**config.mk**
```make
export PLATFORM = sky130hd
export DESIGN_NAME = im_boot_ctrl_flat
export DESIGN_NICKNAME = d
export VERILOG_FILES = /design/src/rtl/im_boot_ctrl_pkg.sv /design/src/rtl/im_boot_ctrl_if.sv /design/src/rtl/im_boot_ctrl.sv /design/src/flat_wrapper.sv
export SDC_FILE = /design/constraint.sdc
export NUM_CORES = 1
export LEC_CHECK = 0
export BUFFER_PORTS_ARGS = -buffer_cell sky130_fd_sc_hd__buf_4
export CAP_MARGIN = 20
export CORE_AREA = 10 10 99 101
export CTS_BUF_LIST = sky130_fd_sc_hd__clkbuf_8 sky130_fd_sc_hd__clkbuf_16
export CTS_CLUSTER_SIZE = 20
export DETAILED_ROUTE_END_ITERATION = 10
export DIE_AREA = 0 0 109 111
export GPL_TIMING_DRIVEN = 0
export PLACE_DENSITY = 0.75
export SYNTH_ARGS = -nofsm -noshare
export SYNTH_HDL_FRONTEND = slang
export SYNTH_SLANG_ARGS = --single-unit
```
**constraint.sdc**
```tcl
create_clock -name clk -period 4.4 [get_ports clk]
set_input_delay 0.66 -clock clk [delete_from_list [all_inputs] [get_ports clk]]
set_output_delay 0.66 -clock clk [all_outputs]
set_load 0.02 [all_outputs]
```
**src/rtl/im_boot_ctrl_pkg.sv**
```systemverilog
// im_boot_ctrl_pkg
//   Shared definitions for the instruction-memory boot loader: the load FSM
//   state encoding and the default memory geometry.
package im_boot_ctrl_pkg;

    localparam int DEFAULT_DEPTH  = 2048;  // instruction memory depth, 16-bit words
    localparam int DEFAULT_ADDR_W = 16;    // memory address port width

    typedef enum logic [2:0] {
        ST_IDLE,
        ST_CNT_HI,
        ST_CNT_LO,
        ST_W_HI,
        ST_W_LO,
        ST_WRITE,
        ST_RUN
    } boot_state_t;

endpackage

```
**src/rtl/im_boot_ctrl_if.sv**
```systemverilog
// im_boot_ctrl_if
//   Instruction-memory port driven by the boot controller.
//   Signals:
//     im_addr   ADDR_W  address to instruction memory
//     im_rd_en  1       read enable
//     im_wr_en  1       write enable
//     im_wdata  16      write data
//   Modports: master (controller side, drives), slave (memory side, receives).
interface im_boot_ctrl_if #(
    parameter int ADDR_W = 16
);
    logic [ADDR_W-1:0] im_addr;
    logic              im_rd_en;
    logic              im_wr_en;
    logic [15:0]       im_wdata;

    modport master (output im_addr, output im_rd_en, output im_wr_en, output im_wdata);
    modport slave  (input  im_addr, input  im_rd_en, input  im_wr_en, input  im_wdata);
endinterface

```
**src/rtl/im_boot_ctrl.sv**
```systemverilog
// im_boot_ctrl
//   Loads a program into instruction memory from a serial byte stream, then
//   hands the memory port to the processor.
//   Stream format: 16-bit word count (MSB first), then count 16-bit words
//   (MSB first). Words beyond DEPTH are consumed but not written and set
//   the sticky ovf_err flag.
//   Ports:
//     clk, rst             clock, asynchronous active-high reset
//     boot_req             one-cycle pulse, (re)starts a load
//     ld_vld, ld_byte      received byte strobe and data
//     cpu_addr, cpu_rd_en  processor fetch request (passed through in RUN)
//     im                   instruction-memory port (master modport)
//     cpu_hold             holds the processor while not in RUN
//     boot_done            high while in RUN
//     ovf_err              sticky load-overflow flag
module im_boot_ctrl
    import im_boot_ctrl_pkg::*;
#(
    parameter int DEPTH  = DEFAULT_DEPTH,
    parameter int ADDR_W = DEFAULT_ADDR_W
) (
    input  logic                 clk,
    input  logic                 rst,
    input  logic                 boot_req,
    input  logic                 ld_vld,
    input  logic [7:0]           ld_byte,
    input  logic [ADDR_W-1:0]    cpu_addr,
    input  logic                 cpu_rd_en,
    im_boot_ctrl_if.master       im,
    output logic                 cpu_hold,
    output logic                 boot_done,
    output logic                 ovf_err
);

    // One extra bit so the write pointer can hold DEPTH itself (saturation).
    localparam logic [ADDR_W:0] DEPTH_P = (ADDR_W+1)'(DEPTH);

    boot_state_t     state, state_nxt;
    logic [7:0]      count_hi;
    logic [15:0]     remaining;
    logic [ADDR_W:0] wr_ptr;
    logic [15:0]     wbuf;
    logic            run_q;
    logic            wr_q;

    always_comb begin
        state_nxt = state;
        case (state)
            ST_IDLE:   state_nxt = ST_IDLE;
            ST_CNT_HI: if (ld_vld) state_nxt = ST_CNT_LO;
            ST_CNT_LO: if (ld_vld) state_nxt = ({count_hi, ld_byte} == 16'd0) ? ST_RUN : ST_W_HI;
            ST_W_HI:   if (ld_vld) state_nxt = ST_W_LO;
            ST_W_LO:   if (ld_vld) state_nxt = ST_WRITE;
            ST_WRITE:  state_nxt = (remaining == 16'd1) ? ST_RUN : ST_W_HI;
            ST_RUN:    state_nxt = ST_RUN;
            default:   state_nxt = ST_IDLE;
        endcase
        if (boot_req) state_nxt = ST_CNT_HI;
    end

    // run_q / wr_q are decoded from the next state so they are valid for the
    // whole cycle spent in RUN / WRITE. wr_ptr does not change on entry to
    // WRITE, so its current value decides whether that write is in range.
    always_ff @(posedge clk or posedge rst) begin
        if (rst) begin
            state     <= ST_IDLE;
            count_hi  <= '0;
            remaining <= '0;
            wr_ptr    <= '0;
            wbuf      <= '0;
            ovf_err   <= 1'b0;
            run_q     <= 1'b0;
            wr_q      <= 1'b0;
        end else begin
            state <= state_nxt;
            run_q <= (state_nxt == ST_RUN);
            wr_q  <= (state_nxt == ST_WRITE) && (wr_ptr < DEPTH_P);
            if (boot_req) begin
                ovf_err <= 1'b0;
            end else begin
                case (state)
                    ST_CNT_HI: if (ld_vld) count_hi <= ld_byte;
                    ST_CNT_LO: if (ld_vld) begin
                        remaining <= {count_hi, ld_byte};
                        wr_ptr    <= '0;
                    end
                    ST_W_HI:   if (ld_vld) wbuf[15:8] <= ld_byte;
                    ST_W_LO:   if (ld_vld) wbuf[7:0]  <= ld_byte;
                    ST_WRITE: begin
                        remaining <= remaining - 16'd1;
                        if (wr_ptr < DEPTH_P) wr_ptr  <= wr_ptr + 1'b1;
                        else                  ovf_err <= 1'b1;
                    end
                    default: ;
                endcase
            end
        end
    end

    assign im.im_addr  = run_q ? cpu_addr : wr_ptr[ADDR_W-1:0];
    assign im.im_rd_en = run_q & cpu_rd_en;
    assign im.im_wr_en = wr_q;
    assign im.im_wdata = wbuf;
    assign cpu_hold    = ~run_q;
    assign boot_done   = run_q;

endmodule

```
**src/flat_wrapper.sv**
```systemverilog
// flat-port wrapper written by rule: the top's interface ports become plain ports
module im_boot_ctrl_flat import im_boot_ctrl_pkg::*;
#(
    parameter int DEPTH  = DEFAULT_DEPTH,
    parameter int ADDR_W = DEFAULT_ADDR_W
)
  (clk, rst, boot_req, ld_vld, ld_byte, cpu_addr, cpu_rd_en, cpu_hold, boot_done, ovf_err, im_im_addr, im_im_rd_en, im_im_wr_en, im_im_wdata);
  im_boot_ctrl_if #(.ADDR_W(ADDR_W)) im_i ();
  input  logic clk;
  input  logic rst;
  input  logic boot_req;
  input  logic ld_vld;
  input  logic [7:0] ld_byte;
  input  logic [ADDR_W-1:0] cpu_addr;
  input  logic cpu_rd_en;
  output logic cpu_hold;
  output logic boot_done;
  output logic ovf_err;
  output wire logic [$bits(im_i.im_addr)-1:0] im_im_addr;
  output wire logic [$bits(im_i.im_rd_en)-1:0] im_im_rd_en;
  output wire logic [$bits(im_i.im_wr_en)-1:0] im_im_wr_en;
  output wire logic [$bits(im_i.im_wdata)-1:0] im_im_wdata;
  assign im_im_addr = im_i.im_addr;
  assign im_im_rd_en = im_i.im_rd_en;
  assign im_im_wr_en = im_i.im_wr_en;
  assign im_im_wdata = im_i.im_wdata;
  im_boot_ctrl #(.DEPTH(DEPTH), .ADDR_W(ADDR_W)) u_core (.clk(clk), .rst(rst), .boot_req(boot_req), .ld_vld(ld_vld), .ld_byte(ld_byte), .cpu_addr(cpu_addr), .cpu_rd_en(cpu_rd_en), .im(im_i), .cpu_hold(cpu_hold), .boot_done(boot_done), .ovf_err(ovf_err));
endmodule
```
==> impl_metrics.env, run 1 <==
export IMPL_clk_latency_ns=0.34
export IMPL_min_period_ns=2.40
export IMPL_pwr_share_clk_pct=22.3
export IMPL_grt_overflow=0
export IMPL_ys_flop_type="dfrtp_1"
export IMPL_critPathRequiredTime_ns=3.74
export IMPL_synth_area_sq_um=3410
export IMPL_synth_area_top_cells="dfrtp_1, mux2_2, a21oi_1, o21ai_0, nand2_1"
export IMPL_drv_cap=0
export IMPL_grt_max_degree=42
export IMPL_setup_viol=0
export IMPL_switching_share_pct=37.7
export IMPL_htree_levels=3
export IMPL_timing_final_max_slew_violations=0
export IMPL_rows=33
export IMPL_slew_headroom_pct=49.4
export IMPL_multi_input_area_sq_um=1690
export IMPL_clockRootBuffer="clkbuf_8"
export IMPL_r2r_cells=4
export IMPL_layout_commonest_cell="buf_4"
export IMPL_synth_adder_area_share_pct=1.10
export IMPL_grt_pass1_wl_um=15000
export IMPL_cts_sinks=63
export IMPL_synth_xor_area_share_pct=0.257
export IMPL_vdd_drop_max_v=0.000308
export IMPL_synthMuxAreaShare_pct=12.8
export IMPL_avgSynthCellArea_sq_um=10.5
export IMPL_synth_edf_count=0
export IMPL_reg2reg_setup_slack_ns=2.27
export IMPL_clock_skew_ns=0.00823
export IMPL_antenna_left=0
export IMPL_pwr_share_seq_pct=46.1
export IMPL_hold_violations=0
export IMPL_cts_tree="yes"
export IMPL_place_gp_congestion=0.910
export IMPL_synthCells=325
export IMPL_clock_fmax_ghz=0.418
export IMPL_detail_route_wl_per_cell_um=17.9
export IMPL_fin_crit_sh_pct=54.4
export IMPL_clockBufferDepth=2
export IMPL_end_kind="output port"
export IMPL_drtIter0Drc=320
export IMPL_r2r_end="u_core.remaining[15]"
export IMPL_hold_class="primary input to asynchronous set/reset pin"
export IMPL_drc=0
export IMPL_cp_start_kind="flip-flop"
export IMPL_r2r_start="u_core.remaining[0]"
export IMPL_track_usage_pct=15.1
export IMPL_die_area_sq_um=12100
export IMPL_initial_core_util_pct=42.8
export IMPL_fin_tns_setup_ns=0
export IMPL_p_per_area_nw_per_um2=479
export IMPL_yosysWarningCount=0
export IMPL_first_global_vias=2928
export IMPL_drive_gt1_share_pct=33.7
export IMPL_io_pins=66
export IMPL_postCtsResizedCells=0
export IMPL_syn_num_nets=357
export IMPL_synth_cell_types=57
export IMPL_hpwl_um=6760
export IMPL_firstDrtPassIters=6
export IMPL_yosys_register_bits=63
export IMPL_wl_um=9150
export IMPL_p_leak_nw=1.83
export IMPL_seq_area_frac_synth_pct=46.2
export IMPL_synth_top_cell_area_share_pct=46.2
export IMPL_finalWorstSetupSlack_ns=2.00
export IMPL_yosysTopAreaCell="dfrtp_1"
export IMPL_p_switching_w=0.000762
export IMPL_io_buffers=64
export IMPL_syn_to_final_growth_pct=23.6
export IMPL_cts_setup_buffers=0
export IMPL_internal_power_w=0.00126
export IMPL_yosys_area_share_simple_pct=18.5
export IMPL_die_h_um=111
export IMPL_combPwrFrac_pct=31.7
export IMPL_crit_path_max_fanout=10
export IMPL_worstPathArrival_ns=1.74
export IMPL_vias_per_cell=5.94
export IMPL_synth_top_family_by_area="simple AND/OR/NAND/NOR gates"
export IMPL_register_area_sq_um=1580
export IMPL_preCtsSetupSlack_ns=2.18
export IMPL_antenna_found_initial=0
export IMPL_rsz0062_at_grt="no"
export IMPL_clkTransAtPathRegs_ns=0.08
export IMPL_core_sq_um=7970
export IMPL_async_flop_share_pct=100
export IMPL_die_x_um=109
export IMPL_cts_hold_buf=0
export IMPL_cts_buffers=9
export IMPL_synth_compound_area_share_pct=16.9
export IMPL_critical_path_class="flip-flop to output port"
export IMPL_vias=3033
export IMPL_antenna_cells=0
export IMPL_nets=433
export IMPL_worstMarginPinSlew_ns=0.755
export IMPL_final_cell_mix="buf_4, dfrtp_1, mux2_2, a21oi_1"
export IMPL_num_fill_cells=693
export IMPL_status="complete, no violations"
-- cell usage after synthesis, types with 2 or more instances --
library cell	n
nor2_1	15
nor2b_1	5
buf_4	2
clkbuf_1	13
nor3b_1	3
o2bb2ai_1	3
and2_1	2
o311ai_0	2
inv_1	8
dfrtp_1	63
nor4_2	2
nor4b_1	3
a21oi_1	22
ha_1	3
nor4_1	10
nand2_1	20
a2bb2oi_1	7
nand2b_1	2
o41ai_1	5
o22ai_1	6
a22oi_1	4
o31ai_1	6
mux2_2	38
or4_1	5
or3_1	2
nand4b_1	4
nand4_1	6
nor3_1	5
and4_1	2
buf_6	4
o21ai_0	20
nand3_1	8
-- final cells by class --
| type | instances | area share [%] |
|---|---|---|
| Clock inverter | 7 | 1.16 |
| Inverter | 8 | 0.712 |
| Clock buffer | 9 | 2.94 |
| Sequential cell | 63 | 37.4 |
| Tap cell | 105 | 3.11 |
| Buffer | 20 | 2.70 |
| Multi-Input combinational cell | 234 | 40.1 |
| Timing Repair Buffer | 65 | 11.9 |
-- critical path, stage by stage (launching register included) --
cell	delay, ns
dfrtp_1	0.38
clkbuf_1	0.46
mux2_2	0.40
buf_4	0.16
-- power by group through the flow --
stage          Sequential, W  Clock [W]  Combinational [W]
2_1_floorplan       0.000941          0           0.000379
3_3_place_gp        0.000923          0           0.000621
3_5_place_dp        0.000933          0           0.000640
4_1_cts             0.000921   0.000459           0.000644
5_1_grt             0.000952   0.000491           0.000699
6_report            0.000930   0.000449           0.000640
-- kinds of logic after synthesis --
kind of cell	count (synthesis)
flops	63
simple gates	104
buf+inv	28
xor+xnor	1
compound gates	87
mux	39
fa+ha+maj	3
-- layer usage --
layer	up-vias	part of all wire [%]	track usage, %
li1	1395	-	-
met1	1478	42	18.8
met2	143	48	24.0
met3	17	9.0	4.59
met4	0	1.4	5.10
met5	-	0	0
-- worst max path at each step --
stage / from / endpoint / slack, ns / depth (start not counted)
after global routing: u_core.boot_done / im_im_addr[1] / 1.89 / 3
after global placement: rst / u_core.im.im_wdata[12] / 1.39 / 2
after detailed placement: ld_vld / u_core.wr_ptr[9] / 2.18 / 6
after floorplan: rst / u_core.boot_done / 2.17 / 1
after CTS: u_core.boot_done / im_im_addr[3] / 1.97 / 3
final: u_core.boot_done / im_im_addr[0] / 2.00 / 3
-- metrics by stage --
step                power, W  std cells  instance area [sq um]  utilization (%)  hold WS, ns
floorplan            0.00132        325                   3410                -        0.465
global placement     0.00154        494                   4030             50.5        0.488
detailed placement   0.00157        495                   4050             50.8        0.496
CTS                  0.00202        511                   4220             52.9        0.365
global route         0.00214        511                   4220             52.9        0.381
finish               0.00202        511                   4220             52.9        0.357
-- state kept, by name, summed over array words and instances, names as in the netlist --
name,flops
u_core.wr_ptr,17
u_core.im.im_wdata,16
u_core.count_hi,8
u_core.boot_done,1
u_core.im.im_wr_en,1
u_core.ovf_err,1
u_core.state,3
u_core.remaining,16
(Power assumes the default switching activity.)
==> run 2: changes to the inputs <==
--- a/config.mk
+++ b/config.mk
@@ -5,6 +5,7 @@
 export SDC_FILE = /design/constraint.sdc
 export NUM_CORES = 1
 export LEC_CHECK = 0
+export ABC_AREA = 1
 export BUFFER_PORTS_ARGS = -buffer_cell sky130_fd_sc_hd__buf_4
 export CAP_MARGIN = 20
 export CORE_AREA = 10 10 99 101
@@ -13,7 +14,7 @@
 export DETAILED_ROUTE_END_ITERATION = 10
 export DIE_AREA = 0 0 109 111
 export GPL_TIMING_DRIVEN = 0
-export PLACE_DENSITY = 0.75
+export PLACE_DENSITY = 0.78
 export SYNTH_ARGS = -nofsm -noshare
 export SYNTH_HDL_FRONTEND = slang
 export SYNTH_SLANG_ARGS = --single-unit
==> constraint.sdc (replaced) <==
create_clock -name clk -period 2 [get_ports clk]
set_input_delay 0.3 -clock clk [delete_from_list [all_inputs] [get_ports clk]]
set_output_delay 0.3 -clock clk [all_outputs]
set_load 0.02 [all_outputs]
==> impl_metrics.env, run 2 <==
export IMPL_crit_path_max_fanout=10
export IMPL_synth_cell_types=28
export IMPL_cts_sinks=63
export IMPL_cp_start_kind="flip-flop"
export IMPL_ys_top_cells_by_count="nand2_1, dfrtp_1, o21ai_0"
export IMPL_antenna_left=0
export IMPL_hold_violations=0
export IMPL_cts_tree="yes"
export IMPL_wl_um=9400
export IMPL_firstDrtPassIters=5
export IMPL_min_period_ns=1.79
export IMPL_p_leak_nw=2.13
export IMPL_synth_area_top_cells="dfrtp_1, nand2_1, o21ai_0, nor2_1, inv_1"
export IMPL_yosys_area_share_simple_pct=27.8
export IMPL_seq_area_frac_synth_pct=46.2
export IMPL_clock_fmax_ghz=0.558
export IMPL_first_global_vias=3385
export IMPL_dpl_instance_area_sq_um=4060
export IMPL_end_kind="output port"
export IMPL_antenna_cells=0
export IMPL_fin_crit_sh_pct=89.6
export IMPL_die_area_sq_um=12100
export IMPL_htree_levels=3
export IMPL_syn_to_final_growth_pct=25.8
export IMPL_clkTransAtPathRegs_ns=0.07
export IMPL_synth_adder_area_share_pct=1.10
export IMPL_antenna_found_initial=0
export IMPL_vdd_drop_max_v=0.000606
export IMPL_drive_gt1_share_pct=17.7
export IMPL_nets=580
export IMPL_grt_max_degree=44
export IMPL_clockBufferDepth=2
export IMPL_drc=0
export IMPL_hpwl_um=7220
export IMPL_syn_num_nets=502
export IMPL_track_usage_pct=15.8
export IMPL_rows=33
export IMPL_grt_pass1_wl_um=15600
export IMPL_vias_per_cell=5.11
export IMPL_yosysWarningCount=0
export IMPL_clk_latency_ns=0.35
export IMPL_synth_xor_area_share_pct=1.28
export IMPL_synthMuxAreaShare_pct=0
export IMPL_synth_top_cell_area_share_pct=46.2
export IMPL_final_cell_mix="nand2_1, buf_4, dfrtp_1, o21ai_0, nor2_1"
export IMPL_detail_route_wl_per_cell_um=14.3
export IMPL_synth_top_family_by_area="simple AND/OR/NAND/NOR gates"
export IMPL_layout_commonest_cell="nand2_1"
export IMPL_max_flop_register="u_core.wr_ptr"
export IMPL_rsz0062_at_grt="no"
export IMPL_synth_edf_count=0
export IMPL_ys_flop_type="dfrtp_1"
export IMPL_worstPathArrival_ns=1.49
export IMPL_initial_core_util_pct=42.9
export IMPL_synth_compound_area_share_pct=15.6
export IMPL_slew_headroom_pct=62.2
export IMPL_core_sq_um=7970
export IMPL_fin_util_pct=53.9
export IMPL_critical_path_class="flip-flop to output port"
export IMPL_synth_area_sq_um=3420
export IMPL_io_pins=66
export IMPL_drtIter0Drc=263
export IMPL_vias=3364
export IMPL_p_per_area_nw_per_um2=1020
export IMPL_num_fill_cells=739
export IMPL_largest_reg_flops=17
export IMPL_yosys_register_bits=63
export IMPL_hold_class="primary input to flip-flop"
export IMPL_die_h_um=111
export IMPL_clock_skew_ns=0.00752
export IMPL_io_buffers=65
export IMPL_timing_final_max_slew_violations=0
export IMPL_die_x_um=109
export IMPL_design_area_sq_um=4300
export IMPL_status="complete, no violations"
export IMPL_cts_buffers=9
export IMPL_avgSynthCellArea_sq_um=7.27
export IMPL_async_flop_share_pct=100
export IMPL_grt_overflow=0
export IMPL_place_gp_congestion=0.917
export IMPL_worstMarginPinSlew_ns=0.567
export IMPL_setup_viol=0
export IMPL_drv_cap=0
export IMPL_critPathRequiredTime_ns=1.70
export IMPL_clockRootBuffer="clkbuf_8"
export IMPL_yosysTopAreaCell="dfrtp_1"
export IMPL_synth_most_common_cell="nand2_1"
export IMPL_synthCells=470
==> run 2: where the power goes <==
part,total (W),internal (W),switching [W]
Sequential,0.00185,0.00158,0.000271
Combinational,0.00128,0.000491,0.000788
Clock,0.00128,0.000741,0.000536
Total,0.00440,0.00281,0.00159
==> run 2: per-layer routing <==
layer | global-route usage [%] | up-vias | share of wire, % | routed length, um
li1 | - | 1681 | - | -
met1 | 18.6 | 1546 | 43 | 4030
met2 | 25.5 | 111 | 47 | 4410
met3 | 5.64 | 26 | 8.3 | 776
met4 | 5.72 | 0 | 1.9 | 178
met5 | 0 | - | 0 | 0
==> run 2: metrics by stage <==
step	power (W)	hold WS (ns)	instances	setup TNS [ns]	setup slack [ns]
5_1_grt	0.00469	0.132	658	0	0.0845
6_report	0.00440	0.132	658	0	0.208
3_5_place_dp	0.00314	0.353	641	0	0.283
3_3_place_gp	0.00308	0.473	640	-42.14	-0.673
4_1_cts	0.00442	0.125	658	0	0.140
2_1_floorplan	0.00265	0.366	470	0	0.130
==> run 2: kinds of logic after synthesis <==
family,after synthesis
AND/OR/NAND/NOR,231
AO/OA/AOI/OAI,100
buffers and inverters,68
flip-flops,63
XOR/XNOR,5
adder cells (fa/ha/maj),3
==> run 2: path summary, 6_finish.rpt <==
path | start | endpoint | slack [ns] | cells after the start
worst max-delay path | u_core.boot_done | im_im_addr[2] | 0.21 | 4
worst min-delay path | boot_req | u_core.ovf_err | 0.13 | 2
worst max register to register | u_core.state[1] | u_core.remaining[1] | 0.25 | 7
worst min register to register | u_core.wr_ptr[16] | u_core.wr_ptr[16] | 0.50 | 2
max in group asynchronous | rst | u_core.count_hi[6] | 0.87 | 4
min in group asynchronous | rst | u_core.boot_done | 0.53 | 3
==> run 2: repair_timing <==
item / CTS / global route
setup endpoints to repair: 0 / 1
resized for setup: 0 / 2
setup buffers: 0 / 0
hold buffers: 1 / 0
hold endpoints to repair: 20 / 0
==> run 2: critical path, cell delays in order (launching register included) <==
cell	delay, ns
dfrtp_1	0.40
clkbuf_1	0.35
nand2_1	0.10
o21ai_0	0.11
buf_4	0.18
==> run 2: cell type report <==
type	instances	area [sq um]	share of cell area, %
Multi-Input combinational cell	339	1560	36.3
Clock inverter	6	93.8	2.18
Buffer	16	83.8	1.95
Inverter	52	195	4.54
Sequential cell	63	1580	36.7
Timing Repair Buffer	67	518	12.1
Tap cell	105	131	3.06
Clock buffer	10	138	3.20
